$ cat src/rtl/clk_pkg.sv
// Shared types and constants for the real-time clock alarm path.
package clk_pkg;

  localparam int SEC_W = 6;
  localparam int MIN_W = 6;
  localparam int HR_W  = 5;

  localparam logic [HR_W-1:0]  HOURS_PER_DAY = 5'd24;
  localparam logic [MIN_W-1:0] MIN_PER_HOUR  = 6'd60;

  typedef enum logic [1:0] {
    ALARM_IDLE    = 2'd0,
    ALARM_ARMED   = 2'd1,
    ALARM_RINGING = 2'd2,
    ALARM_SNOOZE  = 2'd3
  } alarm_state_t;

  function automatic logic time_valid(input logic [HR_W-1:0] hours,
                                      input logic [MIN_W-1:0] minutes);
    return (hours < HOURS_PER_DAY) && (minutes < MIN_PER_HOUR);
  endfunction

endpackage

$ cat src/rtl/tick_timer.sv
// Loadable seconds down-counter; expire pulses on the tick that would take count from 1 to 0.
module tick_timer #(
  parameter int CNT_W = 9
) (
  input  logic             clk,
  input  logic             reset,
  input  logic             en,
  input  logic             tick,
  input  logic             load,
  input  logic [CNT_W-1:0] load_val,
  output logic             expire
);

  logic [CNT_W-1:0] count;

  assign expire = en && tick && (count == CNT_W'(1));

  always_ff @(posedge clk or negedge reset) begin
    if (!reset) begin
      count <= '0;
    end else if (load) begin
      count <= load_val;
    end else if (en && tick && (count != '0)) begin
      count <= count - CNT_W'(1);
    end
  end

endmodule

$ cat src/rtl/alarm_ctrl.sv
// Alarm stage: stores alarm time, detects hh:mm:00, rings for RING_SEC and handles snooze/stop.
//
// state         | meaning
// ALARM_IDLE    | alarm disarmed (alarm_en low)
// ALARM_ARMED   | waiting for the alarm minute
// ALARM_RINGING | buzzer on, ring timer running
// ALARM_SNOOZE  | buzzer off, snooze timer running
module alarm_ctrl
  import clk_pkg::*;
#(
  parameter int RING_SEC   = 60,
  parameter int SNOOZE_SEC = 300
) (
  input  logic             clk,
  input  logic             reset,
  input  logic             tc_time_base,
  input  logic [SEC_W-1:0] q_seconds,
  input  logic [MIN_W-1:0] q_minutes,
  input  logic [HR_W-1:0]  q_hours,
  input  logic             alarm_en,
  input  logic             set_alarm,
  input  logic [HR_W-1:0]  set_hours,
  input  logic [MIN_W-1:0] set_minutes,
  input  logic             snooze,
  input  logic             stop,
  output logic [HR_W-1:0]  alarm_hours_out,
  output logic [MIN_W-1:0] alarm_minutes_out,
  output logic             buzzer,
  output logic             snoozing,
  output logic             set_err
);

  localparam int MAX_SEC = (RING_SEC > SNOOZE_SEC) ? RING_SEC : SNOOZE_SEC;
  localparam int CNT_W   = $clog2(MAX_SEC + 1);
  localparam logic [CNT_W-1:0] RING_LD   = CNT_W'(RING_SEC);
  localparam logic [CNT_W-1:0] SNOOZE_LD = CNT_W'(SNOOZE_SEC);

  alarm_state_t     state, state_d;
  logic             match_now, match_prev, trigger;
  logic             set_valid;
  logic             tmr_load, tmr_en, tmr_expire;
  logic [CNT_W-1:0] tmr_load_val;

  assign match_now = (q_hours == alarm_hours_out) && (q_minutes == alarm_minutes_out)
                     && (q_seconds == '0);
  assign trigger   = match_now && !match_prev;
  assign set_valid = time_valid(set_hours, set_minutes);
  assign tmr_en    = (state == ALARM_RINGING) || (state == ALARM_SNOOZE);

  tick_timer #(
    .CNT_W(CNT_W)
  ) u_tick_timer (
    .clk      (clk),
    .reset    (reset),
    .en       (tmr_en),
    .tick     (tc_time_base),
    .load     (tmr_load),
    .load_val (tmr_load_val),
    .expire   (tmr_expire)
  );

  always_comb begin
    state_d      = state;
    tmr_load     = 1'b0;
    tmr_load_val = RING_LD;
    if (!alarm_en) begin
      state_d = ALARM_IDLE;
    end else if (set_alarm) begin
      // a rejected set leaves the state alone, including in IDLE
      if (set_valid) state_d = ALARM_ARMED;
    end else begin
      unique case (state)
        ALARM_IDLE: state_d = ALARM_ARMED;
        ALARM_ARMED: begin
          if (trigger) begin
            state_d  = ALARM_RINGING;
            tmr_load = 1'b1;
          end
        end
        ALARM_RINGING: begin
          if (stop) begin
            state_d = ALARM_ARMED;
          end else if (snooze) begin
            state_d      = ALARM_SNOOZE;
            tmr_load     = 1'b1;
            tmr_load_val = SNOOZE_LD;
          end else if (tmr_expire) begin
            state_d = ALARM_ARMED;
          end
        end
        ALARM_SNOOZE: begin
          if (stop) begin
            state_d = ALARM_ARMED;
          end else if (tmr_expire) begin
            state_d  = ALARM_RINGING;
            tmr_load = 1'b1;
          end
        end
        default: state_d = ALARM_IDLE;
      endcase
    end
  end

  always_ff @(posedge clk or negedge reset) begin
    if (!reset) begin
      state      <= ALARM_IDLE;
      match_prev <= 1'b0;
      buzzer     <= 1'b0;
      snoozing   <= 1'b0;
    end else begin
      state      <= state_d;
      match_prev <= match_now;
      buzzer     <= (state_d == ALARM_RINGING);
      snoozing   <= (state_d == ALARM_SNOOZE);
    end
  end

  always_ff @(posedge clk or negedge reset) begin
    if (!reset) begin
      alarm_hours_out   <= '0;
      alarm_minutes_out <= '0;
      set_err           <= 1'b0;
    end else if (set_alarm) begin
      if (set_valid) begin
        alarm_hours_out   <= set_hours;
        alarm_minutes_out <= set_minutes;
        set_err           <= 1'b0;
      end else begin
        set_err <= 1'b1;
      end
    end
  end

endmodule

$ cat config.mk
export PLATFORM = sky130hd
export DESIGN_NAME = alarm_ctrl
export DESIGN_NICKNAME = d
export VERILOG_FILES = /design/src/rtl/clk_pkg.sv /design/src/rtl/tick_timer.sv /design/src/rtl/alarm_ctrl.sv
export SDC_FILE = /design/constraint.sdc
export NUM_CORES = 1
export LEC_CHECK = 0
export BUFFER_PORTS_ARGS = -buffer_cell sky130_fd_sc_hd__buf_2
export CAP_MARGIN = 20
export CORE_MARGIN = 5
export CORE_UTILIZATION = 54
export CTS_CLUSTER_DIAMETER = 60
export DETAILED_ROUTE_END_ITERATION = 8
export PLACE_DENSITY = 0.89
export SETUP_SLACK_MARGIN = 0.15
export SKIP_CTS_REPAIR_TIMING = 1
export SYNTH_ARGS = -nofsm -noshare
export SYNTH_HDL_FRONTEND = slang
export SYNTH_SLANG_ARGS = --single-unit
$ cat constraint.sdc
create_clock -name clk -period 5.5 [get_ports clk]
set_input_delay 0.275 -clock clk [delete_from_list [all_inputs] [get_ports clk]]
set_output_delay 0.275 -clock clk [all_outputs]
set_load 0.05 [all_outputs]
==> impl_metrics.yaml <==
status:
  status: "finished clean"
placed_design:
  port_buffers: 48
  dpl-instance-area_um2: 1770
  place.gp.congestion: 0.875
  dpl.hpwl_um: 2730
layout:
  multiInputGateArea_um2: 815
  fin_util_pct: 66.4
  finish.net_count: 233
  seq_area_um2: 651
  syn2layout_area_growth_pct: 20.3
  final_common_cell: "buf_2"
  drive_gt1_share_pct: 35.2
  mostFrequentLayoutCells: "48 x buf_2, 26 x dfrtp_1, 14 x xnor2_1"
  num-fill-cells: 210
  final_area_um2: 1800
  antenna_cells: 0
routing:
  routed-via-count: 1308
  wl_um: 3350
  drt_iter0_markers: 40
  first_pass_iters: 4
  avgRoutedWirePerCell_um: 14.9
  viasPerCell: 5.84
  drc: 0
  ant_nets: 0
floorplanning:
  boundaryPins: 49
  num_rows: 19
  dieWidth_um: 62.6
  floorplan.initialDensity_pct: 55.2
  core_um2: 2710
  die-area_um2: 3920
  die_y_um: 62.6
timing:
  tns_ns: 0
  report.final.hold_viol_count: 0
  max_freq_ghz: 0.419
  period_share_pct: 43.3
  skew_ns: 0.00575
  setup_viol: 0
  drv_slew: 0
  worst_pin_slew_ns: 0.666
  fin_crit_ns: 2.38
  rsz0062_at_grt: "no"
  relSlewSlack_pct: 54.5
global_route:
  grtUsageTotal_pct: 18.9
  grt_max_degree: 27
  grt_pass1_vias: 1390
  grt-ovfl-total: 0
  grt_pass1_wl_um: 6070
  antenna_found_initial: 0
power:
  comb_power_share_pct: 28.8
  p_per_area_nw_per_um2: 232
  p_leak_nw: 0.838
  internal_power_mw: 0.273
  power.switching_mw: 0.144
  sw_frac_of_total_pct: 34.6
  clockPowerShare_pct: 19.2
  peakVddDrop_mv: 0.221
  seq_power_share_pct: 51.9
synthesis:
  syn-num-nets: 181
  synthTopCellsByArea: "dfrtp_1 44%, mux2_2 9.0%, xnor2_1 8.2%"
  synth_cell_types: 38
  synth-seq-cells: 26
  synth_area_leader_cell: "dfrtp_1"
  syn_area_um2: 1500
  synth_area_per_cell_um2: 10.5
  ys.warnings.count: 0
  synth_cells: 143
  yosysTopAreaCellShare_pct: 43.5
  ys_seq_area_share_pct: 43.5
clock_tree:
  numCtsBuffers: 3
  cts-root-buf: "clkbuf_4"
  clkTransAtPathRegs_ns: 0.13
  clockBufferDepth: 2
  cts_tree: "built"
  htreeDepth: 1
  clk-insertion-delay-late_ns: 0.33
  clock-sinks: 26
worst_setup_path:
  critPathArrivalTime_ns: 2.61
  crit_start: "state[1]"
  critPathKind: "register to register"
  ff2ff_setup_slack_ns: 3.12
  critPathMaxFanout: 12
  cp-start-kind: "register"
  end_kind: "register"
  rr_startpoint: "state[1]"
  required_ns: 5.73
worst_hold_path:
  hp-class: "input pin to register"
  min_from: "set_hours[0]"
run:
  drv_cap: 0
## critical path, stage by stage, from the launching register on
cell	delay (ns)
dfrtp_1	0.51
nand2b_1	0.25
or4_1	0.52
or4_4	0.46
a21o_1	0.24
a311o_1	0.31
## kinds of logic after synthesis
logic type      share of synthesized area [%]
compound gates                           12.4
xor+xnor                                 9.96
fa+ha+maj                                2.51
buf+inv                                  2.01
flops                                    43.5
mux                                      9.04
simple gates                             20.6
## cell type report
type | count | share of cell area [%]
clock buffers | 3 | 1.25
inverters | 6 | 1.25
multi-input cells | 109 | 45.3
flip-flops and latches | 26 | 36.2
well taps | 31 | 2.16
repair buffers | 49 | 13.9
## routing by layer
layer  GRT usage [%]  part of all wire (%)
met1            23.0                    42
met2            31.7                    47
met3            4.14                   8.3
met4            8.75                   2.5
met5               0                     0
## worst paths after layout
check,end,depth (start not counted)
max,u_tick_timer.count[4],5
min,alarm_hours_out[0],2
max in group asynchronous,snoozing,2
min in group asynchronous,u_tick_timer.count[0],2
min reg2reg,set_err,1
max reg2reg,u_tick_timer.count[4],5
## per-stage QoR
stage | std cells | setup WS [ns] | power, mW | hold WS, ns
after global routing | 224 | 3.01 | 0.441 | 0.148
after global placement | 220 | 3.10 | 0.337 | 0.292
after CTS | 223 | 3.13 | 0.420 | -0.0711
final | 224 | 3.12 | 0.417 | 0.171
after floorplan | 143 | 3.15 | 0.300 | -0.0206
after detailed placement | 220 | 3.06 | 0.341 | 0.302
## synthesized netlist by cell type
library cell,count
dfrtp_1,26
xnor2_1,14
mux2_2,12
nor2_1,12
nand2_1,10
a21oi_1,7
inv_1,6
nand3_1,5
a21o_1,4
nand4_1,4
a211oi_1,3
ha_1,3
nor4_1,3
or4_1,3
xor2_1,3
a32oi_1,2
a41oi_1,2
nor2b_1,2
o21ai_0,2
or4_4,2
a2111oi_0,1
a211o_1,1
a21boi_0,1
a311o_1,1
a32o_1,1
and3_1,1
and4b_1,1
buf_1,1
clkbuf_1,1
nand2b_1,1
nand3b_1,1
nor3_1,1
nor4_4,1
nor4b_1,1
nor4b_2,1
o21a_1,1
or3b_2,1
or4b_1,1
## power by group through the flow
stage	sequential, mW	clock (mW)	combinational [mW]
after floorplan	0.264	0	0.0369
after CTS	0.217	0.0829	0.121
after global routing	0.219	0.0925	0.129
after global placement	0.219	0	0.117
final	0.216	0.0801	0.120
after detailed placement	0.220	0	0.121
## registers in the layout, indices dropped and copies added (netlist names)
register / cells
buzzer: 1
state: 2
u_tick_timer.count: 9
alarm_minutes_out: 6
match_prev: 1
alarm_hours_out: 5
snoozing: 1
set_err: 1
(Power assumes the default switching activity.)
